[src/rtl/decode_queue_if.sv]
// decode_queue_if: fetch-side and dispatch-side handshakes of the decode queue.
interface decode_queue_if #(parameter int PC_W = 32);
    logic            in_valid;
    logic            in_ready;
    logic [31:0]     in_instr;
    logic [PC_W-1:0] in_pc;
    logic            out_valid;
    logic            out_ready;
    logic [PC_W-1:0] out_pc;
    logic [6:0]      out_opcode;
    logic [2:0]      out_funct3;
    logic [6:0]      out_funct7;
    logic [4:0]      out_rs1;
    logic [4:0]      out_rs2;
    logic [4:0]      out_rd;
    logic [31:0]     out_imm;
    logic [9:0]      out_ctrl;
    logic            out_illegal;
    modport slave (
        input  in_valid, in_instr, in_pc, out_ready,
        output in_ready, out_valid, out_pc, out_opcode, out_funct3, out_funct7,
               out_rs1, out_rs2, out_rd, out_imm, out_ctrl, out_illegal
    );
    modport master (
        output in_valid, in_instr, in_pc, out_ready,
        input  in_ready, out_valid, out_pc, out_opcode, out_funct3, out_funct7,
               out_rs1, out_rs2, out_rd, out_imm, out_ctrl, out_illegal
    );
endinterface

[src/rtl/decode_queue.sv]
// decode_queue: RV32I decoder feeding a DEPTH-entry FIFO of decoded instructions.
module decode_queue #(
    parameter int DEPTH = 4,
    parameter int PC_W  = 32
) (
    input  logic                   clk,
    input  logic                   rstn,
    input  logic                   flush,
    decode_queue_if.slave          q,
    output logic [$clog2(DEPTH):0] count
);
    localparam int AW = $clog2(DEPTH);
    localparam int CW = AW + 1;

    typedef struct packed {
        logic [PC_W-1:0] pc;
        logic [6:0]      opcode;
        logic [2:0]      funct3;
        logic [6:0]      funct7;
        logic [4:0]      rs1;
        logic [4:0]      rs2;
        logic [4:0]      rd;
        logic [31:0]     imm;
        logic [9:0]      ctrl;
        logic            illegal;
    } entry_t;

    entry_t          mem_q [DEPTH];
    entry_t          ent_d;
    entry_t          head;
    logic [AW-1:0]   wptr_q, wptr_d, rptr_q, rptr_d;
    logic [CW-1:0]   count_q, count_d;
    logic [31:0]     ins;
    logic [31:0]     imm_i, imm_s, imm_b, imm_u, imm_j;
    logic [9:0]      ctl;
    logic [31:0]     imm;
    logic            use_rs1, use_rs2, use_rd, ill;
    logic            push, pop;

    assign ins   = q.in_instr;
    assign imm_i = {{20{ins[31]}}, ins[31:20]};
    assign imm_s = {{20{ins[31]}}, ins[31:25], ins[11:7]};
    assign imm_b = {{19{ins[31]}}, ins[31], ins[7], ins[30:25], ins[11:8], 1'b0};
    assign imm_u = {ins[31:12], 12'b0};
    assign imm_j = {{11{ins[31]}}, ins[31], ins[19:12], ins[20], ins[30:21], 1'b0};

    // ctl bits: [9]has_imm [8]reg_write [7]alu_src [6]branch [5]jump [4]mem_read [3]mem_write [2]mem_to_reg [1:0]alu_op
    always_comb begin
        ctl     = '0;
        imm     = '0;
        use_rs1 = 1'b0;
        use_rs2 = 1'b0;
        use_rd  = 1'b0;
        ill     = 1'b0;
        case (ins[6:0])
            7'b0110011: begin ctl[8] = 1'b1; ctl[1:0] = 2'b10; {use_rs1, use_rs2, use_rd} = 3'b111; end
            7'b0010011: begin ctl[9:7] = 3'b111; ctl[1:0] = 2'b11; {use_rs1, use_rd} = 2'b11; imm = imm_i; end
            7'b0000011: begin ctl[9:7] = 3'b111; ctl[4] = 1'b1; ctl[2] = 1'b1; {use_rs1, use_rd} = 2'b11; imm = imm_i; end
            7'b0100011: begin ctl[9] = 1'b1; ctl[7] = 1'b1; ctl[3] = 1'b1; {use_rs1, use_rs2} = 2'b11; imm = imm_s; end
            7'b1100011: begin ctl[9] = 1'b1; ctl[6] = 1'b1; ctl[1:0] = 2'b01; {use_rs1, use_rs2} = 2'b11; imm = imm_b; end
            7'b1101111: begin ctl[9:8] = 2'b11; ctl[5] = 1'b1; use_rd = 1'b1; imm = imm_j; end
            7'b1100111: begin ctl[9:7] = 3'b111; ctl[5] = 1'b1; {use_rs1, use_rd} = 2'b11; imm = imm_i; end
            7'b0110111, 7'b0010111: begin ctl[9:7] = 3'b111; use_rd = 1'b1; imm = imm_u; end
            default: ill = 1'b1;
        endcase
        ent_d         = '0;
        ent_d.pc      = q.in_pc;
        ent_d.opcode  = ins[6:0];
        ent_d.funct3  = ins[14:12];
        ent_d.funct7  = ins[31:25];
        ent_d.rs1     = use_rs1 ? ins[19:15] : 5'd0;
        ent_d.rs2     = use_rs2 ? ins[24:20] : 5'd0;
        ent_d.rd      = use_rd ? ins[11:7] : 5'd0;
        ent_d.imm     = imm;
        ent_d.ctrl    = ctl;
        ent_d.ctrl[8] = ctl[8] & (|ent_d.rd);
        ent_d.illegal = ill;
    end

    assign q.in_ready  = count_q < CW'(DEPTH);
    assign q.out_valid = count_q != '0;
    assign push        = q.in_valid && q.in_ready;
    assign pop         = q.out_valid && q.out_ready;

    always_comb begin
        wptr_d  = flush ? '0 : wptr_q + AW'(push);
        rptr_d  = flush ? '0 : rptr_q + AW'(pop);
        count_d = flush ? '0 : count_q + CW'(push) - CW'(pop);
    end

    always_ff @(posedge clk) begin
        if (!rstn) begin
            wptr_q  <= '0;
            rptr_q  <= '0;
            count_q <= '0;
        end else begin
            wptr_q  <= wptr_d;
            rptr_q  <= rptr_d;
            count_q <= count_d;
        end
    end

    // Storage needs no reset; the pointers decide what is visible.
    always_ff @(posedge clk) begin
        if (push) mem_q[wptr_q] <= ent_d;
    end

    assign head          = q.out_valid ? mem_q[rptr_q] : '0;
    assign q.out_pc      = head.pc;
    assign q.out_opcode  = head.opcode;
    assign q.out_funct3  = head.funct3;
    assign q.out_funct7  = head.funct7;
    assign q.out_rs1     = head.rs1;
    assign q.out_rs2     = head.rs2;
    assign q.out_rd      = head.rd;
    assign q.out_imm     = head.imm;
    assign q.out_ctrl    = head.ctrl;
    assign q.out_illegal = head.illegal;
    assign count         = count_q;
endmodule

[src/flat_wrapper.sv]
// flat-port wrapper written by rule: the top's interface ports become plain ports
module decode_queue_flat 
#(
    parameter int DEPTH = 4,
    parameter int PC_W  = 32
)
  (clk, rstn, flush, count, q_in_valid, q_in_instr, q_in_pc, q_out_ready, q_in_ready, q_out_valid, q_out_pc, q_out_opcode, q_out_funct3, q_out_funct7, q_out_rs1, q_out_rs2, q_out_rd, q_out_imm, q_out_ctrl, q_out_illegal);
  decode_queue_if #(.PC_W(PC_W)) q_i ();
  input  logic clk;
  input  logic rstn;
  input  logic flush;
  output logic [$clog2(DEPTH):0] count;
  input wire logic [$bits(q_i.in_valid)-1:0] q_in_valid;
  input wire logic [$bits(q_i.in_instr)-1:0] q_in_instr;
  input wire logic [$bits(q_i.in_pc)-1:0] q_in_pc;
  input wire logic [$bits(q_i.out_ready)-1:0] q_out_ready;
  output wire logic [$bits(q_i.in_ready)-1:0] q_in_ready;
  output wire logic [$bits(q_i.out_valid)-1:0] q_out_valid;
  output wire logic [$bits(q_i.out_pc)-1:0] q_out_pc;
  output wire logic [$bits(q_i.out_opcode)-1:0] q_out_opcode;
  output wire logic [$bits(q_i.out_funct3)-1:0] q_out_funct3;
  output wire logic [$bits(q_i.out_funct7)-1:0] q_out_funct7;
  output wire logic [$bits(q_i.out_rs1)-1:0] q_out_rs1;
  output wire logic [$bits(q_i.out_rs2)-1:0] q_out_rs2;
  output wire logic [$bits(q_i.out_rd)-1:0] q_out_rd;
  output wire logic [$bits(q_i.out_imm)-1:0] q_out_imm;
  output wire logic [$bits(q_i.out_ctrl)-1:0] q_out_ctrl;
  output wire logic [$bits(q_i.out_illegal)-1:0] q_out_illegal;
  assign q_i.in_valid = q_in_valid;
  assign q_i.in_instr = q_in_instr;
  assign q_i.in_pc = q_in_pc;
  assign q_i.out_ready = q_out_ready;
  assign q_in_ready = q_i.in_ready;
  assign q_out_valid = q_i.out_valid;
  assign q_out_pc = q_i.out_pc;
  assign q_out_opcode = q_i.out_opcode;
  assign q_out_funct3 = q_i.out_funct3;
  assign q_out_funct7 = q_i.out_funct7;
  assign q_out_rs1 = q_i.out_rs1;
  assign q_out_rs2 = q_i.out_rs2;
  assign q_out_rd = q_i.out_rd;
  assign q_out_imm = q_i.out_imm;
  assign q_out_ctrl = q_i.out_ctrl;
  assign q_out_illegal = q_i.out_illegal;
  decode_queue #(.DEPTH(DEPTH), .PC_W(PC_W)) u_core (.clk(clk), .rstn(rstn), .flush(flush), .q(q_i), .count(count));
endmodule
[config.mk]
export PLATFORM = sky130hd
export DESIGN_NAME = decode_queue_flat
export DESIGN_NICKNAME = d
export VERILOG_FILES = /design/src/rtl/decode_queue_if.sv /design/src/rtl/decode_queue.sv /design/src/flat_wrapper.sv
export SDC_FILE = /design/constraint.sdc
export NUM_CORES = 1
export LEC_CHECK = 0
export CAP_MARGIN = 20
export CORE_UTILIZATION = 60
export CTS_CLUSTER_DIAMETER = 50
export CTS_CLUSTER_SIZE = 16
export DETAILED_ROUTE_END_ITERATION = 8
export GPL_ROUTABILITY_DRIVEN = 0
export PLACE_DENSITY_LB_ADDON = 0.1
export SYNTH_ARGS = -nofsm -noshare
export SYNTH_HDL_FRONTEND = slang
export SYNTH_SLANG_ARGS = --single-unit
[constraint.sdc]
create_clock -name clk -period 28.2 [get_ports clk]
set_input_delay 2.82 -clock clk [delete_from_list [all_inputs] [get_ports clk]]
set_output_delay 2.82 -clock clk [all_outputs]
set_load 0.005 [all_outputs]
==> flow_metrics.tcl <==
set metrics [dict create \
    outcome "finished, final reports clean" \
    initial_core_util_pct 61.23 \
    crit_path_max_incr_delay_ps 810 \
    track_usage_pct 23.94 \
    fillers 1622 \
    ys_seq_area_share_pct 75.47 \
    clk-insertion-delay-late_ps 510 \
    yosysTopAreaCell "edfxtp_1" \
    synth_top_area_share_pct 74.65 \
    dp_cells 1334 \
    holdPathStages 2 \
    r2r_cells 4 \
    synth_area_um2 17060 \
    fin_crit_sh_pct 24.47 \
    drtAntennaViolNets 0 \
    fp-row-count 61 \
    cts_buffers 36 \
    coreArea_um2 27860 \
    cts-root-buf "clkbuf_16" \
    post_cts_buffers 0 \
    hp-class "register to register" \
    ctsResizeCount 0 \
    slew_headroom_pct 29.77 \
    fin_cells 1391 \
    worstMarginPinSlew_ps 1053 \
    grt_pass1_vias 8723 \
    nets 1068 \
    crit_chain "buf_4 -> buf_4 -> mux4_2 -> and2_1 -> clkdlybuf4s50_1" \
    grt_pass1_wl_mm 50.83 \
    regArea_um2 12880 \
    cts_tree "built" \
    syn2layout_area_growth_pct 18.98 \
    multi_input_area_um2 3934 \
    pin_count 181 \
    finalWirelength_mm 33.50 \
    htreeDepth 2 \
    layout_common_cells "edfxtp_1, clkdlybuf4s50_1, and2_1" \
    final-hold-violation-count 0 \
    routed_via_density 6.029 \
    drive_above_1_share_pct 17.61 \
    async_flop_share_pct 0 \
    grt_use_met2_pct 39.04 \
    wire_per_inst_um 24.08 \
    avgSynthCellArea_um2 21.08 \
    drt_pre_antenna_iters 5 \
    holdBufCountCts 0 \
    cts.reportedPaths.clkPinSlew_ps 60 \
    ys_ff_latch 431 \
    ir_drop_v 0.00005355 \
    timing.critical_path.to_type "output port" \
    leakage_uw 0.006628 \
    cp.required_ps 25380 \
    path_max_fanout 47 \
    hpwl_mm 20.27 \
    worstPathArrival_ps 4080 \
    rsz0062_at_grt "no" \
    vias 8386 \
    min_period_ps 6901 \
    crit_slowest_cell "buf_4" \
    clk_path_buf_depth 3 \
    route.detailed.drc 0 \
    die_w_um 170.6 \
    critPathLaunchType "register" \
    numPortBuffers 180 \
    tns_ps 0 \
    dr.first_iter.drc_count 659 \
    synth_edf_count 424 \
    synthesis.instances 809 \
    ys_types 44 \
    fmax_ghz 0.1449 \
    power_density_nw_per_um2 68.27 \
    yosysWarnings 0 \
    setup_viol 0 \
    final.setup_skew_ps 23.22 \
    grt_antenna_before_repair 3 \
    grt_overflow 0 \
    syn-num-nets 883 \
    fp.dieH_um 170.6 \
    worst-setup-path-type "register to output port" \
    ys.flop_type "edfxtp_1" \
    maxCapViolations 0 \
    cts_sinks 431 \
    grt_start_max_net_pins 83 \
    dieArea_um2 29110 \
    crit_path_frequent_cell "buf_4" \
    gr-usage-met3_pct 4.303 \
    grt_use_met1_pct 34.04 \
    final_common_cell "edfxtp_1" \
    finalMaxSlewViolations 0 \
    busiest_layer "met2" \
    synth_area_leaders "edfxtp_1, mux4_2, and2_1" \
]
## metal layers
layer / vias to the layer above / routed length, µm
met2: 314 / 16700
met1: 4399 / 14020
li1: 3630 / -
met4: 0 / 533
met3: 43 / 2249
met5: - / 0
## final cells by class
class / instances / area share (%)
Timing Repair Buffer: 191 / 9.483
Clock buffer: 42 / 4.655
Tap cell: 378 / 2.331
Inverter: 5 / 0.09248
Clock inverter: 13 / 0.5611
Multi-Input combinational cell: 329 / 19.38
Sequential cell: 431 / 63.47
Antenna cell: 2 / 0.02466
## cell usage after synthesis (2+ instances only)
library cell / n
o21ai_0: 5
dfxtp_1: 7
a21o_1: 19
buf_2: 14
nor2b_1: 3
buf_8: 5
buf_6: 2
ha_1: 4
mux2i_1: 2
o31ai_1: 2
inv_1: 5
and3_1: 7
nand2_1: 6
clkbuf_1: 20
nor3b_1: 3
edfxtp_1: 424
buf_4: 3
nand3_1: 2
xnor2_1: 4
a22o_1: 4
mux4_2: 106
nor2_1: 10
and2_1: 130
and3b_1: 2
## through the flow
step	worst slack (ps)	utilization (%)	hold WS [ps]	power [µW]	instance area (µm²)
after floorplan	16670	-	524.8	842.3	17060
after global placement	21720	68.83	543.4	934.7	19170
after detailed placement	21690	69.03	595.7	942.0	19230
after CTS	21140	72.83	614.5	1398	20290
after global routing	20900	72.84	651.3	1432	20290
final	21300	72.85	617.8	1385	20290
## critical path: cells and delay by family (launching register included)
family        cells  cell delay (ps)
flops             1              670
buf+inv           3             2050
mux               1              600
simple gates      1              200
## final timing paths
check / from / end / slack, ps
worst max-delay path: u_core.rptr_q[0] / q_out_opcode[6] / 21300
worst min-delay path: u_core.count[2] / u_core.count[2] / 620
worst max register to register: u_core.count[2] / u_core.mem_q[0][10] / 24710
worst min register to register: u_core.count[2] / u_core.count[2] / 620
## cell families (layout without fill, tap and decap cells)
family                   after synthesis  after routing  synth area share, %
adder cells (fa/ha/maj)                5              5               0.4108
XOR/XNOR                               4              4               0.2054
AND/OR/NAND/NOR                      175            175                6.448
AO/OA/AOI/OAI                         37             37                1.687
multiplexers                         108            108                14.11
flip-flops                           431            431                75.47
buffers and inverters                 49            251                1.665
other                                  0              2                    0
## state kept, by name (all words and copies together), names as in the netlist
register       cells
u_core.wptr_q      2
u_core.rptr_q      2
u_core.count       3
u_core.mem_q     424
## power breakdown
group / internal (µW) / switching [µW]
sequential: 729 / 7.86
clock: 249 / 211
combinational: 106 / 82.3
total: 1080 / 301
Note: power is estimated with default switching activity, not from simulation.
